--- config.mk ---
export PLATFORM = sky130hd
export DESIGN_NAME = aes_spi_master
export DESIGN_NICKNAME = d
export VERILOG_FILES = /design/src/rtl/aes_spi_pkg.sv /design/src/rtl/aes_spi_clkgen.sv /design/src/rtl/aes_spi_master.sv
export SDC_FILE = /design/constraint.sdc
export NUM_CORES = 1
export LEC_CHECK = 0
export CAP_MARGIN = 0
export CELL_PAD_IN_SITES_DETAIL_PLACEMENT = 1
export CELL_PAD_IN_SITES_GLOBAL_PLACEMENT = 1
export CORE_MARGIN = 3
export CORE_UTILIZATION = 38
export DETAILED_ROUTE_END_ITERATION = 10
export PLACE_DENSITY = 0.8
export SLEW_MARGIN = 20
export SYNTH_ARGS = -nofsm -noshare
export SYNTH_HDL_FRONTEND = slang
export SYNTH_SLANG_ARGS = --single-unit
--- constraint.sdc ---
create_clock -name clk -period 10.9 [get_ports clk]
set_input_delay 2.725 -clock clk [delete_from_list [all_inputs] [get_ports clk]]
set_output_delay 2.725 -clock clk [all_outputs]
set_load 0.02 [all_outputs]
--- src/rtl/aes_spi_pkg.sv ---
// aes_spi_pkg: shared types and frame-geometry helpers for the AES SPI master.
//   state_t      - master FSM states (IDLE, LEAD, SHIFT, GAP, RX, TRAIL)
//   BLOCK_W      - AES block width (128)
//   tx_bits      - number of bits shifted out (pads + block + key)
//   gap_end      - rise index of the last gap bit
//   rx_start     - number of rises before the first kept result bit
//   frame_bits   - total SCK cycles per frame (N)
//   cnt_width    - width needed to count 0..N rises
package aes_spi_pkg;

  localparam int BLOCK_W = 128;

  typedef enum logic [2:0] {IDLE, LEAD, SHIFT, GAP, RX, TRAIL} state_t;

  function automatic int tx_bits(int nk, int pad_bits);
    return pad_bits + BLOCK_W + 32 * nk;
  endfunction

  function automatic int gap_end(int nk, int pad_bits, int gap_bits);
    return tx_bits(nk, pad_bits) + gap_bits;
  endfunction

  function automatic int rx_start(int nk, int pad_bits, int gap_bits, int rx_skip);
    return gap_end(nk, pad_bits, gap_bits) + rx_skip;
  endfunction

  function automatic int frame_bits(int nk, int pad_bits, int gap_bits, int rx_skip);
    return rx_start(nk, pad_bits, gap_bits, rx_skip) + BLOCK_W;
  endfunction

  function automatic int cnt_width(int n);
    return $clog2(n + 1);
  endfunction

endpackage

--- src/rtl/aes_spi_clkgen.sv ---
// aes_spi_clkgen: SCK generator for the AES SPI master.
//   clk, rst (sync, active-low)
//   en        - run the divider (chip select asserted)
//   clr       - synchronous clear of divider and sck (frame abort)
//   hold      - keep ticking but do not toggle sck (trailing gap)
//   tick      - one strobe every CLK_DIV enabled cycles
//   rise_tick - tick that drives sck high
//   fall_tick - tick that drives sck low
//   sck       - serial clock, idles low
module aes_spi_clkgen #(
  parameter int CLK_DIV = 2
) (
  input  logic clk,
  input  logic rst,
  input  logic en,
  input  logic clr,
  input  logic hold,
  output logic tick,
  output logic rise_tick,
  output logic fall_tick,
  output logic sck
);

  localparam int DW = (CLK_DIV > 1) ? $clog2(CLK_DIV) : 1;

  logic [DW-1:0] div_cnt;

  assign tick      = en && (div_cnt == DW'(CLK_DIV - 1));
  assign rise_tick = tick && !hold && !sck;
  assign fall_tick = tick && !hold && sck;

  always_ff @(posedge clk) begin
    if (!rst || clr || !en) begin
      div_cnt <= '0;
      sck     <= 1'b0;
    end else begin
      if (tick) div_cnt <= '0;
      else      div_cnt <= div_cnt + DW'(1);
      if (rise_tick || fall_tick) sck <= ~sck;
    end
  end

endmodule

--- src/rtl/aes_spi_master.sv ---
// aes_spi_master: SPI master framing one AES block/key transfer and result read-back.
//   clk, rst (sync, active-low)
//   start, data_in[127:0], key_in[32*Nk-1:0] - request, latched when accepted in IDLE
//   busy, done, data_out[127:0]              - status and result (held until next done)
//   sck, cs_n, mosi, miso                    - 4-wire link to the AES slave
//   abort                                    - only when AES_SPI_MASTER_ABORT_EN is defined;
//                                              cancels a running frame without done
module aes_spi_master
  import aes_spi_pkg::*;
#(
  parameter int Nk       = 4,
  parameter int CLK_DIV  = 2,
  parameter int PAD_BITS = 2,
  parameter int GAP_BITS = 1,
  parameter int RX_SKIP  = 1
) (
  input  logic                 clk,
  input  logic                 rst,
  input  logic                 start,
  input  logic [BLOCK_W-1:0]   data_in,
  input  logic [32*Nk-1:0]     key_in,
  output logic                 busy,
  output logic                 done,
  output logic [BLOCK_W-1:0]   data_out,
  output logic                 sck,
  output logic                 cs_n,
  output logic                 mosi,
  input  logic                 miso
`ifdef AES_SPI_MASTER_ABORT_EN
  ,
  input  logic                 abort
`endif
);

  localparam int TX_W     = tx_bits(Nk, PAD_BITS);
  localparam int GAP_END  = gap_end(Nk, PAD_BITS, GAP_BITS);
  localparam int RX_START = rx_start(Nk, PAD_BITS, GAP_BITS, RX_SKIP);
  localparam int N_BITS   = frame_bits(Nk, PAD_BITS, GAP_BITS, RX_SKIP);
  localparam int CNT_W    = cnt_width(N_BITS);

  state_t             state_q, state_d;
  logic [CNT_W-1:0]   bit_cnt;
  logic               trail_cnt;
  logic [TX_W-1:0]    tx_sr;
  logic [TX_W-1:0]    tx_load;
  logic [BLOCK_W-1:0] rx_sr;
  logic               tick, rise_tick, fall_tick;
  logic               start_acc, abort_now, rx_keep;

`ifdef AES_SPI_MASTER_ABORT_EN
  assign abort_now = abort && (state_q != IDLE);
`else
  assign abort_now = 1'b0;
`endif

  assign start_acc = (state_q == IDLE) && start;
  assign busy      = ~cs_n;
  // Zero-extension on the left supplies the leading pad bits.
  assign tx_load   = TX_W'({data_in, key_in});
  // bit_cnt holds rises completed so far; this rise is number bit_cnt+1.
  assign rx_keep   = rise_tick && (state_q == RX) && (bit_cnt >= CNT_W'(RX_START));

  aes_spi_clkgen #(.CLK_DIV(CLK_DIV)) u_clkgen (
    .clk       (clk),
    .rst       (rst),
    .en        (~cs_n),
    .clr       (abort_now),
    .hold      (state_q == TRAIL),
    .tick      (tick),
    .rise_tick (rise_tick),
    .fall_tick (fall_tick),
    .sck       (sck)
  );

  always_ff @(posedge clk) begin
    if (!rst) state_q <= IDLE;
    else      state_q <= state_d;
  end

  // TRAIL spans two ticks: the low half of the final bit, then the trailing gap.
  always_comb begin
    state_d = state_q;
    case (state_q)
      IDLE:  if (start) state_d = LEAD;
      LEAD:  if (rise_tick) state_d = SHIFT;
      SHIFT: if (fall_tick && bit_cnt == CNT_W'(TX_W)) state_d = (GAP_BITS > 0) ? GAP : RX;
      GAP:   if (fall_tick && bit_cnt == CNT_W'(GAP_END)) state_d = RX;
      RX:    if (fall_tick && bit_cnt == CNT_W'(N_BITS)) state_d = TRAIL;
      TRAIL: if (tick && trail_cnt) state_d = IDLE;
      default: state_d = IDLE;
    endcase
    if (abort_now) state_d = IDLE;
  end

  always_ff @(posedge clk) begin
    if (!rst) begin
      cs_n      <= 1'b1;
      mosi      <= 1'b0;
      done      <= 1'b0;
      data_out  <= '0;
      bit_cnt   <= '0;
      trail_cnt <= 1'b0;
    end else begin
      done <= 1'b0;
      if (abort_now) begin
        cs_n      <= 1'b1;
        mosi      <= 1'b0;
        bit_cnt   <= '0;
        trail_cnt <= 1'b0;
      end else if (start_acc) begin
        cs_n      <= 1'b0;
        mosi      <= tx_load[TX_W-1];
        bit_cnt   <= '0;
        trail_cnt <= 1'b0;
      end else begin
        if (rise_tick) bit_cnt <= bit_cnt + CNT_W'(1);
        // Zeros shift in behind the payload, so mosi is 0 through GAP and RX.
        if (fall_tick) mosi <= tx_sr[TX_W-1];
        if (state_q == TRAIL && tick) trail_cnt <= 1'b1;
        if (state_q == TRAIL && state_d == IDLE) begin
          cs_n     <= 1'b1;
          done     <= 1'b1;
          data_out <= rx_sr;
        end
      end
    end
  end

  always_ff @(posedge clk) begin
    if (start_acc)      tx_sr <= tx_load << 1;
    else if (fall_tick) tx_sr <= tx_sr << 1;
    if (rx_keep) rx_sr <= {rx_sr[BLOCK_W-2:0], miso};
  end

endmodule
; ---- After elaboration in Yosys (flattened, before gate mapping)
; Index checks and enable logic that the tools add are counted.
[word_totals]
in_bits = 260
output_inout_bits = 133
ff_bits = 531
[op_classes]
muxes = 12
n_eq_ne = 8
bitwise = 4
n_addsub = 2
order_cmp = 1
reduce_logical = 25
[ops]
columns = operator, count
row1 = 257-bit two-way mux, 2
row2 = "9-bit equality test, second input constant", 3
row3 = 3-bit two-way mux, 6
row4 = 3-bit one-hot mux with 6 select lines, 1
row5 = 1-bit logical AND, 13
row6 = "9-bit by 1-bit adder with 9-bit output, second input constant", 1
row7 = "9-bit greater-or-equal comparator, second input constant", 1
row8 = "3-bit by 2-bit equality test with 1-bit output, second input constant", 2
row9 = "3-bit equality test, second input constant", 2
row10 = 3-bit logical NOT, 2
row11 = 1-bit NOT, 4
row12 = 2-bit nonzero test, 2
row13 = 2-bit OR reduction, 2
row14 = "3-bit by 1-bit equality test with 1-bit output, second input constant", 1
row15 = 1-bit logical NOT, 3
row16 = 1-bit two-way mux, 3
row17 = 1-bit logical OR, 2
row18 = 2-bit AND reduction, 1
row19 = "1-bit adder, second input constant", 1

; ---- Depth between registers and ports, before layout
[logic_depth]
ltp_word = 11
ltp_mapped = 8
ltp_nobuf = 5

; ---- Cells and area by module
; From an unflattened synthesis, not the netlist that was laid out.
[unflattened]
hier_cells = 1334
area_unflattened_um2 = 21370.5
[modules_own_cells]
columns = mod, area_each_um2, n_inst, cells_each, seq_area_each_um2
row1 = aes_spi_master, 21272.9, 1, 1323, 14433.8
row2 = aes_spi_clkgen, 97.6, 1, 11, 40.0

; ---- Worst setup path after synthesis
; No wires, ideal clock.
[synth_path]
path_kind = reg-to-reg
startpoint = register u_clkgen.sck
endpoint = register rx_sr[0] (enable)
arrival_time_ns = 9.631
setup_time_ns = 0.772
stages_incl_launch_ff = 4
synth_period_minus_slack_ns = 10.402
path_slack_ns = 0.498
required_time_ns = 10.128
path_buffers = 0
cell_sequence = dfxtp_1 -> nor3b_4 -> nand2_1 -> nor3_1
[synth_via]
elab_chain_len = 4
[synth_rtl]
columns = item, line
row1 = from (decl), aes_spi_clkgen.sv:21  ; output logic sck
row2 = from (signal assigned), aes_spi_clkgen.sv:39  ; if (rise_tick || fall_tick) sck <= ~sck;
row3 = 1-bit logical NOT, aes_spi_clkgen.sv:29  ; assign rise_tick = tick && !hold && !sck;
row4 = 1-bit logical AND, aes_spi_clkgen.sv:29
row5 = 1-bit logical AND (2 in a row), aes_spi_master.sv:61  ; assign rx_keep = rise_tick && (state_q == RX) && (bit_cnt >= CNT_W'(RX_START));
row6 = via rx_keep, aes_spi_master.sv:48  ; logic start_acc, abort_now, rx_keep;
row7 = to (signal assigned), aes_spi_master.sv:132  ; if (rx_keep) rx_sr <= {rx_sr[BLOCK_W-2:0], miso};
row8 = to (decl), aes_spi_master.sv:46  ; logic [BLOCK_W-1:0] rx_sr;
; The timed path passes the listed nets, and every way through them passes these cells.
; A chain may end at the register's enable or synchronous reset.

; ---- Worst setup path in the final report
[layout_path]
startpoint = input port start
endpoint = register tx_sr[205] (enable)
[layout_via]
elab_chain_len = 2
[layout_rtl]
columns = item, line
row1 = from (decl), aes_spi_master.sv:19  ; input logic start,
row2 = 1-bit logical AND, aes_spi_master.sv:56  ; assign start_acc = (state_q == IDLE) && start;
row3 = 2-bit nonzero test (no line), -
row4 = to (signal assigned), aes_spi_master.sv:130  ; if (start_acc) tx_sr <= tx_load << 1;
row5 = to (signal assigned), aes_spi_master.sv:131  ; else if (fall_tick) tx_sr <= tx_sr << 1;
row6 = to (decl), aes_spi_master.sv:44  ; logic [TX_W-1:0] tx_sr;
; No other way between the ends.

==> impl_results.md <==
- Core area: 0.0517 mm²
- Final #Nets: between 1500 and 2000
- Cells along the critical path: clkdlybuf4s50_1 -> nor4b_4 -> buf_4 -> or2_4 -> buf_12 -> buf_4
- Crit-path max cell delay: between 0.7 and 0.8 ns
- Core Rows: 83
- Reg2Reg Launch Point: state_q[1]
- Vias per Instance: 4.93
- Power Dens Cells: between 150 and 200 mW/mm²
- DRC errors left: 0
- Fin. Hold Viols: 0
- Outcome: complete, no violations
- Leak Pwr: 8.34 nW
- Post-Syn Area: around 0.020 mm²
- CTS clk-pin slew, worst paths: ~0.060 ns
- # setup viols final: 0
- Worst clock skew: approximately 0.011 ns
- CP arrival: 6.22 ns
- CP bufs+invs: 4
- Syn nets: between 1500 and 2000
- Sw frac: 0.204
- Busiest grt layer: met2
- Leading area contributor after synthesis: edfxtp_1
- DR WL/cell: roughly 20 µm
- Initial antenna violation count: 20
- CP Class: primary input to flip-flop
- DR pass1 iterations: 5
- Slew Viols, Final: 0
- Global Route met2 Usage: 0.298
- Grt total ovfl: 0
- Largest net degree at the start of global routing: ~190
- HP Class: flip-flop to flip-flop
- Cells after synthesis: around 1300
- I/O Pins: 393
- Gp weighted congestion: 0.814
- HP Start: rx_sr[81]
- Crit-path leading delay family: buffers and inverters
- Period utilization: 0.551
- Setup WS pre-CTS: 4.11 ns
- Startpoint class of the critical path: primary input
- Worst Path Max Fanout: ~160
- Pint: 3.58 mW
- Synth Flop Type: edfxtp_1
- Clock power share: 0.424
- Slowest cell on crit path: buf_4
- Yosys warnings: 0
- Initial DRC count: 711
- Synth Register Bits: roughly 530
- H-tree depth: 2
- Slew HR: 0.244
- Least-Margin Pin Slew: approximately 1.1 ns
- PortBufs: between 300 and 400
- Top cells by area, synth: edfxtp_1 58%, dfxtp_1 15%, mux2_2 13%
- First-pass GRT wire length: about 77000 µm
- Via count: ~12000
- Max IR drop VDD: around 0.12 mV
- CP Launch Point: start
- Final setup margin: 4.90 ns
- Root buffer cell: clkbuf_16
- CTS tree: done
- CP most frequent cell: buf_4
- Die height: approximately 240 µm
- Synth cell types: 43
- Final wirelength: roughly 50000 µm
- Initial Util: 0.386
- Achievable Freq: about 170 MHz
- Sink Count: around 530
- Tot GR Track Use: 0.176
- M3 GR Usage: 0.0729
- Aggregate negative setup slack: 0 ns
- Die span in x: around 240 µm
- P_sw: 917 µW
- Gates resized, CTS repair: 0
- Sequential-to-total area share from yosys stat: 0.724
- Number of global-route vias before repair: 13200
- Clk buf depth: 3
- Comb pwr share: 0.065
- Final antenna-violating net count: 0
- Fraction of layout cells with a size suffix above 1: 0.192
- Yosys top cell area share: 0.577
- MaxCap Viol Count: 0
- CP Capture Type: flip-flop
- Clock Latency Late Sink: 0.59 ns
- Reg power frac: 0.510
- CTS Buf Count: 55
- Die Area: approximately 0.055 mm²
- Area delta synth->final: 31.6%
- Syn Area/Cell: around 15 µm²
- Post-synth EDFFs: roughly 380
- GR Util met1: 0.207
- Post-CTS Setup Repair Bufs: 0
- FFs w/ async S/R, synth: 0
- Critical Path RT: ~11 ns
- Count leader, synth: edfxtp_1
- RSZ-0062 raised after global routing: no
- Min cycle time layout: approximately 6.0 ns
- Post-DP HPWL: 32700 µm
- Post-CTS Hold Buffers: 0
- Commonest cells in the netlist: 384 x edfxtp_1, 266 x nand2_1, 235 x mux2_2
[logic make-up after synthesis]
kind of cell    Yosys count  synth area share
flops                   531             0.724
mux                     257             0.145
buf+inv                  82            0.0230
simple gates            318            0.0661
xor+xnor                  5           0.00219
fa+ha+maj                 3           0.00188
compound gates          146            0.0381
[layout make-up]
cell class / instances / area, µm²
Tap cell: 680 / 851
Antenna cell: 9 / 22.5
Clock buffer: 72 / 1530
Sequential cell: 531 / 14500
Multi-Input combinational cell: 729 / 5090
Inverter: 5 / 21.3
Timing Repair Buffer: 401 / 4020
Fill cell: 5074 / 25400
Clock inverter: 30 / 304
[placed cells by master (no fill, tap or decap), types with 3 or more instances in the layout]
cell               n
nor2_1            13
xor2_1             4
o211ai_1           3
clkinv_2          17
ha_1               3
or3_1              3
dfxtp_1          147
nor2b_1            3
edfxtp_1         384
nand2_1          266
nand3_1            8
mux2_2           235
o21ai_0            3
and2_1             3
clkinv_1           4
bufinv_16          6
clkbuf_8           3
clkbuf_16         58
inv_1              4
clkdlybuf4s50_1  392
mux2_1            20
nand4_1            6
clkbuf_1          11
diode_2            9
buf_4              7
a21oi_1          133
[power by group through the flow]
stage	sequential [mW]	combinational, mW	clock, mW
after detailed placement	2.33	0.295	0
after global routing	2.30	0.319	2.04
after global placement	2.33	0.281	0
after CTS	2.29	0.298	1.96
final	2.29	0.293	1.91
after floorplan	2.33	0.170	0
[final timing paths]
kind                 to  slack [ns]  depth (start not counted)
max reg2reg  tx_sr[205]        6.95                          5
min reg2reg   rx_sr[82]        0.45                          0
max          tx_sr[205]        4.90                          6
min           rx_sr[82]        0.45                          0
[metrics by stage]
| step | instances | cell area (µm²) | hold slack, ns | power, mW | utilization |
|---|---|---|---|---|---|
| after detailed placement | 2346 | 24500 | 0.435 | 2.63 | 0.473 |
| after global routing | 2450 | 26300 | 0.461 | 4.66 | 0.508 |
| after CTS | 2448 | 26300 | 0.450 | 4.55 | 0.508 |
| after global placement | 2346 | 24500 | 0.428 | 2.61 | 0.473 |
| after floorplan | 1342 | 20000 | 0.422 | 2.50 | - |
| final | 2457 | 26300 | 0.448 | 4.50 | 0.509 |
[flip-flops by register name, summed over array words and instances, names as in the netlist]
signal,cells
tx_sr,257
data_out,128
rx_sr,128
bit_cnt,9
state_q,3
cs_n,1
done,1
mosi,1
trail_cnt,1
u_clkgen.div_cnt,1
u_clkgen.sck,1
[per-layer routing]
layer  up-vias  wire length (µm)
met2       380             24400
met5         -               216
li1       5641                 -
met3        99              4820
met4        30              1080
met1      5967             19200
Note: power is estimated with default switching activity, not from simulation.
